===== src/rtl/dmem_pkg.sv =====
// Shared types and widths for the data-memory arbitration slice.
package dmem_pkg;

   localparam int DMEM_ADDR_W = 4;
   localparam int DMEM_DATA_W = 8;

   typedef struct packed {
      logic                   we;
      logic [DMEM_ADDR_W-1:0] addr;
      logic [DMEM_DATA_W-1:0] wdata;
   } req_t;

   typedef enum logic {
      PORT_CORE = 1'b0,
      PORT_DBG  = 1'b1
   } port_id_t;

endpackage


===== src/rtl/dmem_arbiter.sv =====
// Two-port arbiter onto one single-port dmem: core wins unless debug has starved MAX_WAIT cycles.
// Grant is combinational (ready same cycle); read data returns to the issuing port one cycle later.
module dmem_arbiter
   import dmem_pkg::*;
#(
   parameter int ADDR_W   = DMEM_ADDR_W,
   parameter int DATA_W   = DMEM_DATA_W,
   parameter int MAX_WAIT = 4
) (
   input  logic              clk,
   input  logic              reset,
   input  logic              c_valid,
   input  logic              c_we,
   input  logic [ADDR_W-1:0] c_addr,
   input  logic [DATA_W-1:0] c_wdata,
   output logic              c_ready,
   output logic              c_rvalid,
   output logic [DATA_W-1:0] c_rdata,
   input  logic              d_valid,
   input  logic              d_we,
   input  logic [ADDR_W-1:0] d_addr,
   input  logic [DATA_W-1:0] d_wdata,
   output logic              d_ready,
   output logic              d_rvalid,
   output logic [DATA_W-1:0] d_rdata,
   output logic              m_en,
   output logic              m_we,
   output logic [ADDR_W-1:0] m_addr,
   output logic [DATA_W-1:0] m_wdata,
   input  logic [DATA_W-1:0] m_rdata,
   output logic [3:0]        starve_cnt
);

   localparam logic [3:0] MAX_CNT = 4'(MAX_WAIT);

   typedef enum logic {
      NORMAL    = 1'b0,
      FORCE_DBG = 1'b1
   } state_t;

   state_t      state, state_nxt;
   logic [3:0]  starve_nxt;
   logic        grant_c, grant_d, force_d;
   req_t        c_req, d_req, sel;
   logic        pend_rd;
   port_id_t    pend_id;
   logic [DATA_W-1:0] c_rdata_q, d_rdata_q;

   assign c_req   = '{we: c_we, addr: c_addr, wdata: c_wdata};
   assign d_req   = '{we: d_we, addr: d_addr, wdata: d_wdata};
   assign force_d = (state == FORCE_DBG);

   always_comb begin
      grant_c    = 1'b0;
      grant_d    = 1'b0;
      sel        = '0;
      starve_nxt = 4'd0;
      state_nxt  = NORMAL;
      // No access may reach the memory while reset is held
      if (reset) begin
         grant_d = d_valid & (~c_valid | force_d);
         grant_c = c_valid & ~grant_d;
      end
      if (grant_d)
         sel = d_req;
      else if (grant_c)
         sel = c_req;
      if (d_valid && !grant_d)
         starve_nxt = (starve_cnt == 4'hF) ? 4'hF : starve_cnt + 4'd1;
      if (starve_nxt >= MAX_CNT)
         state_nxt = FORCE_DBG;
   end

   assign c_ready = grant_c;
   assign d_ready = grant_d;
   assign m_en    = grant_c | grant_d;
   assign m_we    = sel.we;
   assign m_addr  = sel.addr;
   assign m_wdata = sel.wdata;

   always_ff @(posedge clk or negedge reset) begin
      if (!reset) begin
         state      <= NORMAL;
         starve_cnt <= 4'd0;
      end else begin
         state      <= state_nxt;
         starve_cnt <= starve_nxt;
      end
   end

   always_ff @(posedge clk or negedge reset) begin
      if (!reset) begin
         pend_rd   <= 1'b0;
         pend_id   <= PORT_CORE;
         c_rvalid  <= 1'b0;
         d_rvalid  <= 1'b0;
         c_rdata_q <= '0;
         d_rdata_q <= '0;
      end else begin
         pend_rd  <= m_en & ~m_we;
         pend_id  <= grant_d ? PORT_DBG : PORT_CORE;
         c_rvalid <= m_en & ~m_we & grant_c;
         d_rvalid <= m_en & ~m_we & grant_d;
         if (pend_rd && pend_id == PORT_CORE)
            c_rdata_q <= m_rdata;
         if (pend_rd && pend_id == PORT_DBG)
            d_rdata_q <= m_rdata;
      end
   end

   // Memory data is live only in the response cycle; the hold registers keep it afterwards
   assign c_rdata = (pend_rd && pend_id == PORT_CORE) ? m_rdata : c_rdata_q;
   assign d_rdata = (pend_rd && pend_id == PORT_DBG)  ? m_rdata : d_rdata_q;

endmodule


===== config.mk =====
export PLATFORM = sky130hd
export DESIGN_NAME = dmem_arbiter
export DESIGN_NICKNAME = d
export VERILOG_FILES = /design/src/rtl/dmem_pkg.sv /design/src/rtl/dmem_arbiter.sv
export SDC_FILE = /design/constraint.sdc
export NUM_CORES = 1
export LEC_CHECK = 0
export BUFFER_PORTS_ARGS = -buffer_cell sky130_fd_sc_hd__buf_4
export CORE_MARGIN = 1
export CORE_UTILIZATION = 35
export DETAILED_ROUTE_END_ITERATION = 10
export PLACE_DENSITY = 0.69
export SYNTH_ARGS = -nofsm -noshare
export SYNTH_HDL_FRONTEND = slang
export SYNTH_SLANG_ARGS = --single-unit
export TNS_END_PERCENT = 30

===== constraint.sdc =====
create_clock -name clk -period 1.7 [get_ports clk]
set_input_delay 0.51 -clock clk [delete_from_list [all_inputs] [get_ports clk]]
set_output_delay 0.51 -clock clk [all_outputs]
set_load 0.02 [all_outputs]

==> results.yml <==
run_status:
  status: "complete, but fails checks"
  violations: "negative setup slack"
timing:
  hold_slack_ns: 0.194
  finalWorstSetupSlack_ns: -0.267
  fmax_mhz: 508
  drv_slew: 0
  clock_skew_ns: 0.00489
  rsz0062_at_grt: "yes"
  fin_crit_ns: 1.97
  hold_viol: 0
  finalCritPeriodShare_pct: 116
  worst_pin_slew_ns: 0.243
  slew_headroom_pct: 83.8
  setup_viol: 30
routing:
  dr.pass1.iters: 4
  wl_per_cell_um: 14.1
  drt-initial-drc-count: 21
  via_per_inst: 4.78
  wl_um: 3070
  ant_nets: 0
  vias: 1042
  drc_errors: 0
placement:
  dp_hpwl_um: 2210
  dp_slack_ns: -0.153
  gp_congestion: 0.698
  numPortBuffers: 75
cells_and_area:
  final_cell_mix: "buf_4 (52), buf_6 (33), dfrtp_1 (25), mux2_4 (16), a22o_4 (8)"
  diodes: 0
  final_common_cell: "buf_4"
  area_growth_pct: 89.1
  layout-drive-gt1-share_pct: 71.8
  layout.nets: 214
setup_path:
  rr_startpoint: "force_d"
  endpoint: "m_wdata[1]"
  critical_path_class: "register to output pin"
  reg2reg_slack_ns: 0.25
  critical_path_buf_inv_count: 3
  crit_cells: 5
  path_delay_family: "buffers and inverters"
  slowest_stage: "dfrtp_1"
  worstPathRequired_ns: 1.19
  endpoint_kind: "output pin"
  critPathLaunch: "force_d"
  start_kind: "register"
  worst-path-max-fanout: 16
  path_cells: "buf_4, a21oi_4, buf_12, a22o_1, buf_6"
  reg2reg_depth: 6
  slowest_delay_ns: 0.40
  regToRegEndpoint: "force_d"
  cp.arrival_ns: 1.46
synth:
  mappedNetlistNets: 125
  synth_area_um2: 1140
  ys_ff_latch: 25
  synth_cell_type_count: 25
  syn_area_per_cell_um2: 13.3
  yosys_warnings: 0
  synthTopCellsByArea: "dfrtp_1 (55%), mux2_2 (16%), a22o_1 (9.2%)"
  yosys.area.top_type: "dfrtp_1"
  yosysTopAreaCellShare_pct: 54.8
  syn_inst: 86
  ys_seq_area_share_pct: 54.8
hold_path:
  hold_path_class: "input pin to async pin"
power_and_ir_drop:
  p_per_area_nw_per_um2: 827
  pwr-share-seq_pct: 40.6
  p_leak_uw: 0.00112
  clockPowerShare_pct: 13.8
  power_frac_comb_pct: 45.7
  switching_share_pct: 30.2
  peakVddDrop_mv: 0.334
  intPower_uw: 1240
  p_switching_uw: 540
global_route:
  grt_pass1_vias: 1119
  grt_use_total_pct: 18.7
  grt_overflow: 0
  antenna_found_initial: 0
  grt_max_degree: 21
  grt_pass1_wl_um: 4890
job:
  drv_cap: 0
clock_tree:
  cts_sinks: 25
  cts.path.max_buffers: 2
  cts_root_buf: "clkbuf_4"
  clk_pin_slew_ns: 0.12
  htreeDepth: 1
  insertion_delay_ns: 0.30
  cts_tree: "built"
  ctsHoldBuffers: 0
  cts_made_buffers: 3
die:
  dieArea_um2: 3490
  pin_count: 76
  start_util_pct: 37.1
  rows: 20
  core_um2: 3080
  die_x_um: 59.1
  dieHeight_um: 59.1
-- metrics by stage --
stage	TNS, ns	total power, uW	utilization (%)	cell area, um2	cells
6_report	-6.43	1780	70.1	2160	218
5_1_grt	-8.52	1870	70.1	2160	218
3_5_place_dp	-2.16	1380	61.7	1900	210
2_1_floorplan	-0.00192	1070	-	1230	86
4_1_cts	-6.95	1780	69.2	2130	217
3_3_place_gp	-2.17	1360	61.7	1900	210
-- cell families (layout without fill, tap and decap cells) --
| kind of cell | after synthesis | after routing | share of synthesized area, % |
|---|---|---|---|
| flip-flops | 25 | 25 | 54.8 |
| AO/OA/AOI/OAI | 23 | 23 | 16.1 |
| multiplexers | 16 | 16 | 15.8 |
| AND/OR/NAND/NOR | 14 | 15 | 7.78 |
| buffers and inverters | 7 | 94 | 4.39 |
| adder cells (fa/ha/maj) | 1 | 1 | 1.10 |
-- worst min path at each step --
stage	start	endpoint	slack, ns	cells past startpoint
after floorplan	reset	c_rdata_q[0]	0.21	0
after global placement	c_rdata_q[7]	c_rdata_q[7]	0.48	1
after CTS	reset	d_rdata_q[1]	0.19	2
final	reset	starve_cnt[0]	0.19	3
after global routing	reset	starve_cnt[1]	0.19	3
after detailed placement	d_rdata_q[7]	d_rdata_q[7]	0.49	1
-- cell type report --
| cell class | instances | area [um2] |
|---|---|---|
| Clock buffer | 4 | 26.3 |
| Fill cell | 233 | 920 |
| Inverter | 3 | 11.3 |
| Multi-Input combinational cell | 55 | 638 |
| Sequential cell | 25 | 626 |
| Tap cell | 44 | 55.1 |
| Timing Repair Buffer | 87 | 802 |
-- synthesized netlist by cell type (all sizes together) --
cell and count:
dfrtp 25, mux2 16, a22o 12, a21oi 4
buf 4, nand2 4, a211oi 3, inv 3
nand2b 2, a21bo 1, a21o 1, and2 1
and2b 1, and3 1, and4 1, ha 1
nand3 1, nor2 1, nor2b 1, nor3 1
o21ai 1, o21ba 1
-- power by group through the flow --
stage                     combinational [uW]  clock [uW]  sequential, uW
after floorplan                          345           0             728
after global placement                   641           0             724
after detailed placement                 651           0             729
after CTS                                805         256             723
after global routing                     863         276             734
final                                    815         246             724
-- tightest hold or removal path, cell delays in order --
cell and delay [ns]:
buf_4 0.11, buf_6 0.10, buf_6 0.12
-- timing repair --
| action | in CTS | in global routing |
|---|---|---|
| resized for setup | 50 | 6 |
| buffers inserted | 2 | 1 |
| endpoints found under the hold margin | 0 | 0 |
| gates cloned | 1 | 0 |
| pin swaps | 7 | 3 |
| endpoints found under the setup margin | 32 | 32 |
-- sequential cells by signal, indices dropped and copies added, names as in the netlist --
register,count
c_rdata_q,8
c_rvalid,1
d_rdata_q,8
d_rvalid,1
force_d,1
pend_id,1
pend_rd,1
starve_cnt,4
-- layer usage --
layer | track usage (%) | routed length [um]
met5 | 0 | 0
met1 | 22.0 | 1230
met4 | 3.06 | 0
met2 | 35.1 | 1640
met3 | 3.93 | 196
Note: power is estimated with default switching activity, not from simulation.
